**config.mk**
```make
export PLATFORM = sky130hd
export DESIGN_NAME = alu_issue_ctrl
export DESIGN_NICKNAME = d
export VERILOG_FILES = /design/src/rtl/alu_issue_ctrl_pkg.sv /design/src/rtl/alu_decode.sv /design/src/rtl/alu_issue_ctrl.sv
export SDC_FILE = /design/constraint.sdc
export NUM_CORES = 1
export LEC_CHECK = 0
export ABC_AREA = 1
export BUFFER_PORTS_ARGS = -buffer_cell sky130_fd_sc_hd__buf_2
export CORE_MARGIN = 3
export CORE_UTILIZATION = 46
export DETAILED_ROUTE_END_ITERATION = 8
export GPL_TIMING_DRIVEN = 0
export PLACE_DENSITY = 0.79
export SYNTH_ARGS = -nofsm -noshare
export SYNTH_HDL_FRONTEND = slang
export SYNTH_SLANG_ARGS = --single-unit
```
**constraint.sdc**
```tcl
create_clock -name clk -period 9.7 [get_ports clk]
set_input_delay 1.94 -clock clk [delete_from_list [all_inputs] [get_ports clk]]
set_output_delay 1.94 -clock clk [all_outputs]
set_load 0.05 [all_outputs]
```
**src/rtl/alu_issue_ctrl_pkg.sv**
```systemverilog
// alu_issue_ctrl_pkg: shared select codes, aluop classes and FSM states
package alu_issue_ctrl_pkg;
   localparam logic [3:0] SEL_AND = 4'b0000;
   localparam logic [3:0] SEL_OR  = 4'b0001;
   localparam logic [3:0] SEL_ADD = 4'b0010;
   localparam logic [3:0] SEL_SUB = 4'b0110;
   localparam logic [3:0] SEL_NOP = 4'b1111;
   typedef enum logic [1:0] {AOP_MEM = 2'b00, AOP_BR = 2'b01, AOP_R = 2'b10, AOP_RSV = 2'b11} aluop_t;
   typedef enum logic [1:0] {IDLE = 2'b00, EXEC = 2'b01, RESP = 2'b10} state_t;
endpackage

```
**src/rtl/alu_decode.sv**
```systemverilog
// alu_decode: maps aluop/funct3/funct7_5 to an ALU select; NOP select means illegal
module alu_decode
   import alu_issue_ctrl_pkg::*;
(
   input  logic [1:0] aluop,
   input  logic [2:0] funct3,
   input  logic       funct7_5,
   output logic [3:0] sel,
   output logic       illegal
);
   // select lookup; anything not listed stays NOP
   always_comb begin
      sel = SEL_NOP;
      case (aluop_t'(aluop))
         AOP_MEM: sel = SEL_ADD;
         AOP_BR:  sel = (funct3 == 3'b000 || funct3 == 3'b001) ? SEL_SUB : SEL_NOP;
         AOP_R:
            case ({funct7_5, funct3})
               4'b0000: sel = SEL_ADD;
               4'b1000: sel = SEL_SUB;
               4'b0111: sel = SEL_AND;
               4'b0110: sel = SEL_OR;
               default: sel = SEL_NOP;
            endcase
         default: sel = SEL_NOP;
      endcase
   end
   assign illegal = (sel == SEL_NOP);
endmodule

```
**src/rtl/alu_issue_ctrl.sv**
```systemverilog
// alu_issue_ctrl: accepts one ALU request, drives the ALU for one cycle, holds the response
module alu_issue_ctrl
   import alu_issue_ctrl_pkg::*;
#(parameter int n = 32) (
   input  logic         clk,
   input  logic         rst,
   input  logic         req_valid,
   output logic         req_ready,
   input  logic [1:0]   aluop,
   input  logic [2:0]   funct3,
   input  logic         funct7_5,
   input  logic [n-1:0] op_a,
   input  logic [n-1:0] op_b,
   output logic [n-1:0] alu_a,
   output logic [n-1:0] alu_b,
   output logic [3:0]   alu_sel,
   input  logic [n-1:0] alu_c,
   input  logic         alu_zero,
   output logic         resp_valid,
   input  logic         resp_ready,
   output logic [n-1:0] resp_result,
   output logic         resp_zero,
   output logic         resp_taken,
   output logic         resp_illegal
);
   state_t       r_state, w_next;
   logic [n-1:0] r_a, r_b;
   logic [3:0]   r_sel, w_sel;
   logic [1:0]   r_aluop;
   logic [2:0]   r_funct3;
   logic         r_illegal, w_illegal, w_exec, w_taken;

   alu_decode u_dec (
      .aluop    (aluop),
      .funct3   (funct3),
      .funct7_5 (funct7_5),
      .sel      (w_sel),
      .illegal  (w_illegal)
   );

   assign w_exec      = (r_state == EXEC);
   assign req_ready   = (r_state == IDLE);
   assign resp_valid  = (r_state == RESP);
   assign alu_a       = w_exec ? r_a : '0;
   assign alu_b       = w_exec ? r_b : '0;
   assign alu_sel     = w_exec ? r_sel : SEL_NOP;
   assign w_taken     = (r_aluop == AOP_BR) && !r_illegal && (r_funct3[0] ? !alu_zero : alu_zero);

   // next-state: one pass IDLE -> EXEC -> RESP, back to IDLE on handshake
   always_comb begin
      w_next = r_state;
      case (r_state)
         IDLE:    w_next = req_valid ? EXEC : IDLE;
         EXEC:    w_next = RESP;
         RESP:    w_next = resp_ready ? IDLE : RESP;
         default: w_next = IDLE;
      endcase
   end

   // state register
   always_ff @(posedge clk or posedge rst)
      if (rst) r_state <= IDLE;
      else     r_state <= w_next;

   // request latch on accept
   always_ff @(posedge clk or posedge rst)
      if (rst) begin
         r_a       <= '0;
         r_b       <= '0;
         r_sel     <= SEL_NOP;
         r_aluop   <= 2'b00;
         r_funct3  <= 3'b000;
         r_illegal <= 1'b0;
      end else if (req_ready && req_valid) begin
         r_a       <= op_a;
         r_b       <= op_b;
         r_sel     <= w_sel;
         r_aluop   <= aluop;
         r_funct3  <= funct3;
         r_illegal <= w_illegal;
      end

   // response capture at the end of EXEC; illegal requests report a forced zero result
   always_ff @(posedge clk or posedge rst)
      if (rst) begin
         resp_result  <= '0;
         resp_zero    <= 1'b0;
         resp_taken   <= 1'b0;
         resp_illegal <= 1'b0;
      end else if (w_exec) begin
         resp_result  <= r_illegal ? '0 : alu_c;
         resp_zero    <= r_illegal | alu_zero;
         resp_taken   <= w_taken;
         resp_illegal <= r_illegal;
      end
endmodule
```
==> flow_summary.yaml <==
logic_synthesis:
  ys_seq_area_share_pct: 59.9
  synth_warnings: 0
  synth_area_leaders: "dfrtp_1 58%, nand2_1 7.0%, nor2_1 6.5%"
  synth_seq_cells: 109
  avgSynthCellArea_um2: 9.27
  yosys.cell_types.count: 21
  netlist_instances: 492
  synth_ff_type: "dfrtp_1"
  synth_nets: 599
  synth_edf_count: 0
  yosysTopAreaCellShare_pct: 57.6
  async_flop_share_pct: 100
  netlist_area_um2: 4560
  ys_top_cells_by_count: "105 x dfrtp_1, 85 x nand2_1, 79 x nor2_1"
  yosys.area.top_type: "dfrtp_1"
  synthMostInstantiatedCell: "dfrtp_1"
sta:
  setup_viol: 0
  fin_ws_ps: 5950
  rsz0062_at_grt: "false"
  slew_violations: 0
  max_freq_mhz: 266
  period_needed_ps: 3750
  hold_violations: 0
  slew_headroom_pct: 55.3
  fin_crit_sh_pct: 38.7
  clock_skew_ps: 15.0
  tns_ps: 0
  max_slew.worst_pin.slew_ps: 670
power:
  ir_drop_v: 0.000176
  p_leak_nw: 3.37
  cellPowerDensity_nw_per_um2: 352
placement:
  hpwl_mm: 9.26
  place_ws_ps: 6300
  io_buffers: 211
  place.gp.congestion: 0.829
critical_path:
  path_max_fanout: 10
  cp-startpoint: "r_state[1]"
  ff2ff_path_depth: 5
  r2r-start: "r_state[1]"
  worstSetupPathType: "flip-flop to primary output"
  crit_required_ps: 7760
  rrSetupSlack_ps: 8300
  arrival_ps: 1810
  startpoint_type: "flip-flop"
  worstReg2RegEnd: "r_a[20]"
  endpoint: "alu_b[22]"
  cp-end-kind: "primary output"
die:
  die_h_um: 106
  pin_count: 212
  die_area_um2: 11100
  rows: 35
  die_x_um: 106
  core_area_um2: 9460
  initial_utilization_pct: 48.2
global_routing:
  grtUsageTotal_pct: 21.7
  grt_pass1_wl_mm: 19.5
  antenna_found_initial: 1
  grt_max_degree: 58
  grt_pass1_vias: 4075
  grt_overflow: 0
layout:
  drive_gt1_share_pct: 36.4
  final_net_count: 822
  syn_to_final_growth_pct: 31.3
  antennaDiodeCount: 0
clock_network:
  numCtsBuffers: 9
  cts_htree_levels: 3
  ctsResizeCount: 0
  clk_pin_slew_ps: 100
  cts_tree: "yes"
  root_buffer: "clkbuf_8"
  worst_skew_pair.late_latency_ps: 350
  cts.sinks: 109
  post_cts_buffers: 0
  postCtsHoldBufs: 0
  cts.path.max_buffers: 2
drt:
  avgViaCountPerCell: 4.84
  drt_pre_antenna_iters: 4
  drc_errors: 0
  ant_nets: 0
  routedWlPerCell_um: 14.3
  drt-initial-drc-count: 228
  drt_wl_total_mm: 12.1
  vias: 4108
worst_hold_path:
  hold_class: "flip-flop to flip-flop"
  whs_path_depth: 2
outcome:
  status: "complete, no violations"
job:
  maxCapViolations: 0
## report_power, final
| group | internal (mW) | switching [mW] |
|---|---|---|
| sequential | 0.662 | 0.0765 |
| combinational | 0.292 | 0.822 |
| clock | 0.103 | 0.153 |
| total | 1.06 | 1.05 |
## flip-flops by register name, summed over array words and instances, names as in the netlist
name	flops
r_a	32
r_aluop	2
r_b	32
r_funct3	1
r_illegal	1
r_sel	4
r_state	2
resp_illegal	1
resp_result	32
resp_taken	1
resp_zero	1
## logic make-up (layout without fill, tap and decap cells)
| kind of cell | Yosys count | after routing | synth area share, % |
|---|---|---|---|
| simple gates | 175 | 175 | 15.2 |
| flops | 109 | 109 | 59.9 |
| buf+inv | 105 | 333 | 10.9 |
| compound gates | 103 | 103 | 14.0 |
## layer usage
| metal | part of all wire, % | global-route usage (%) |
|---|---|---|
| met2 | 48 | 36.0 |
| met1 | 42 | 28.4 |
| met4 | 1.4 | 6.75 |
| met5 | 0.11 | 0 |
| met3 | 7.8 | 4.72 |
## worst min path at each step
stage,from,endpoint,slack [ps]
6_report,r_sel[3],r_sel[3],470
5_1_grt,r_sel[3],r_sel[3],500
4_1_cts,r_sel[3],r_sel[3],480
3_5_place_dp,r_sel[3],r_sel[3],460
3_3_place_gp,r_sel[3],r_sel[3],450
2_1_floorplan,r_sel[3],r_sel[3],440
## placed cells by master (no fill, tap or decap)
cell        synthesis  layout
o21ai_0            46      46
a22o_1             32      32
o21ai_1            21      21
nand4_1             1       1
nor2_1             79      79
dfrtp_1           105     105
nand3_1             4       4
or2_1               2       2
buf_4               3       3
inv_1              76      75
inv_4               1       2
clkbuf_8            0      10
buf_16              0       1
clkinv_2            0       2
clkinvlp_4          0       1
nor2_4              2       2
inv_6               0       3
nand2_2             1       1
nand2_1            85      85
o21a_1              1       1
dfstp_2             4       4
a21oi_1             3       3
clkbuf_1            4       4
nand2_4             1       1
buf_2              11     222
buf_6              10      10
## final cells by class
type / instances / area (µm²)
Clock inverter: 6 / 43.8
Buffer: 28 / 205
Clock buffer: 10 / 138
Timing Repair Buffer: 212 / 1080
Inverter: 77 / 294
Fill cell: 808 / 3470
Multi-Input combinational cell: 278 / 1330
Tap cell: 129 / 161
Sequential cell: 109 / 2730
## worst max-delay path, cell delays in order (launching register included)
cell and delay, ps:
dfrtp_1 420, inv_1 100, nand2_2 90, buf_6 180
buf_2 200, nor2_1 180, buf_2 300
## stage by stage
step                hold WS, ps  utilization (%)  power, mW  cell area, µm²  cells
floorplan                   443                -       1.59            4560    492
global placement            453             61.1       1.83            5780    832
detailed placement          460             61.4       1.87            5810    833
CTS                         475             63.3       2.13            5990    849
global route                497             63.3       2.24            5990    849
finish                      470             63.3       2.11            5990    849
No activity file was read; power rests on OpenSTA's default activity.
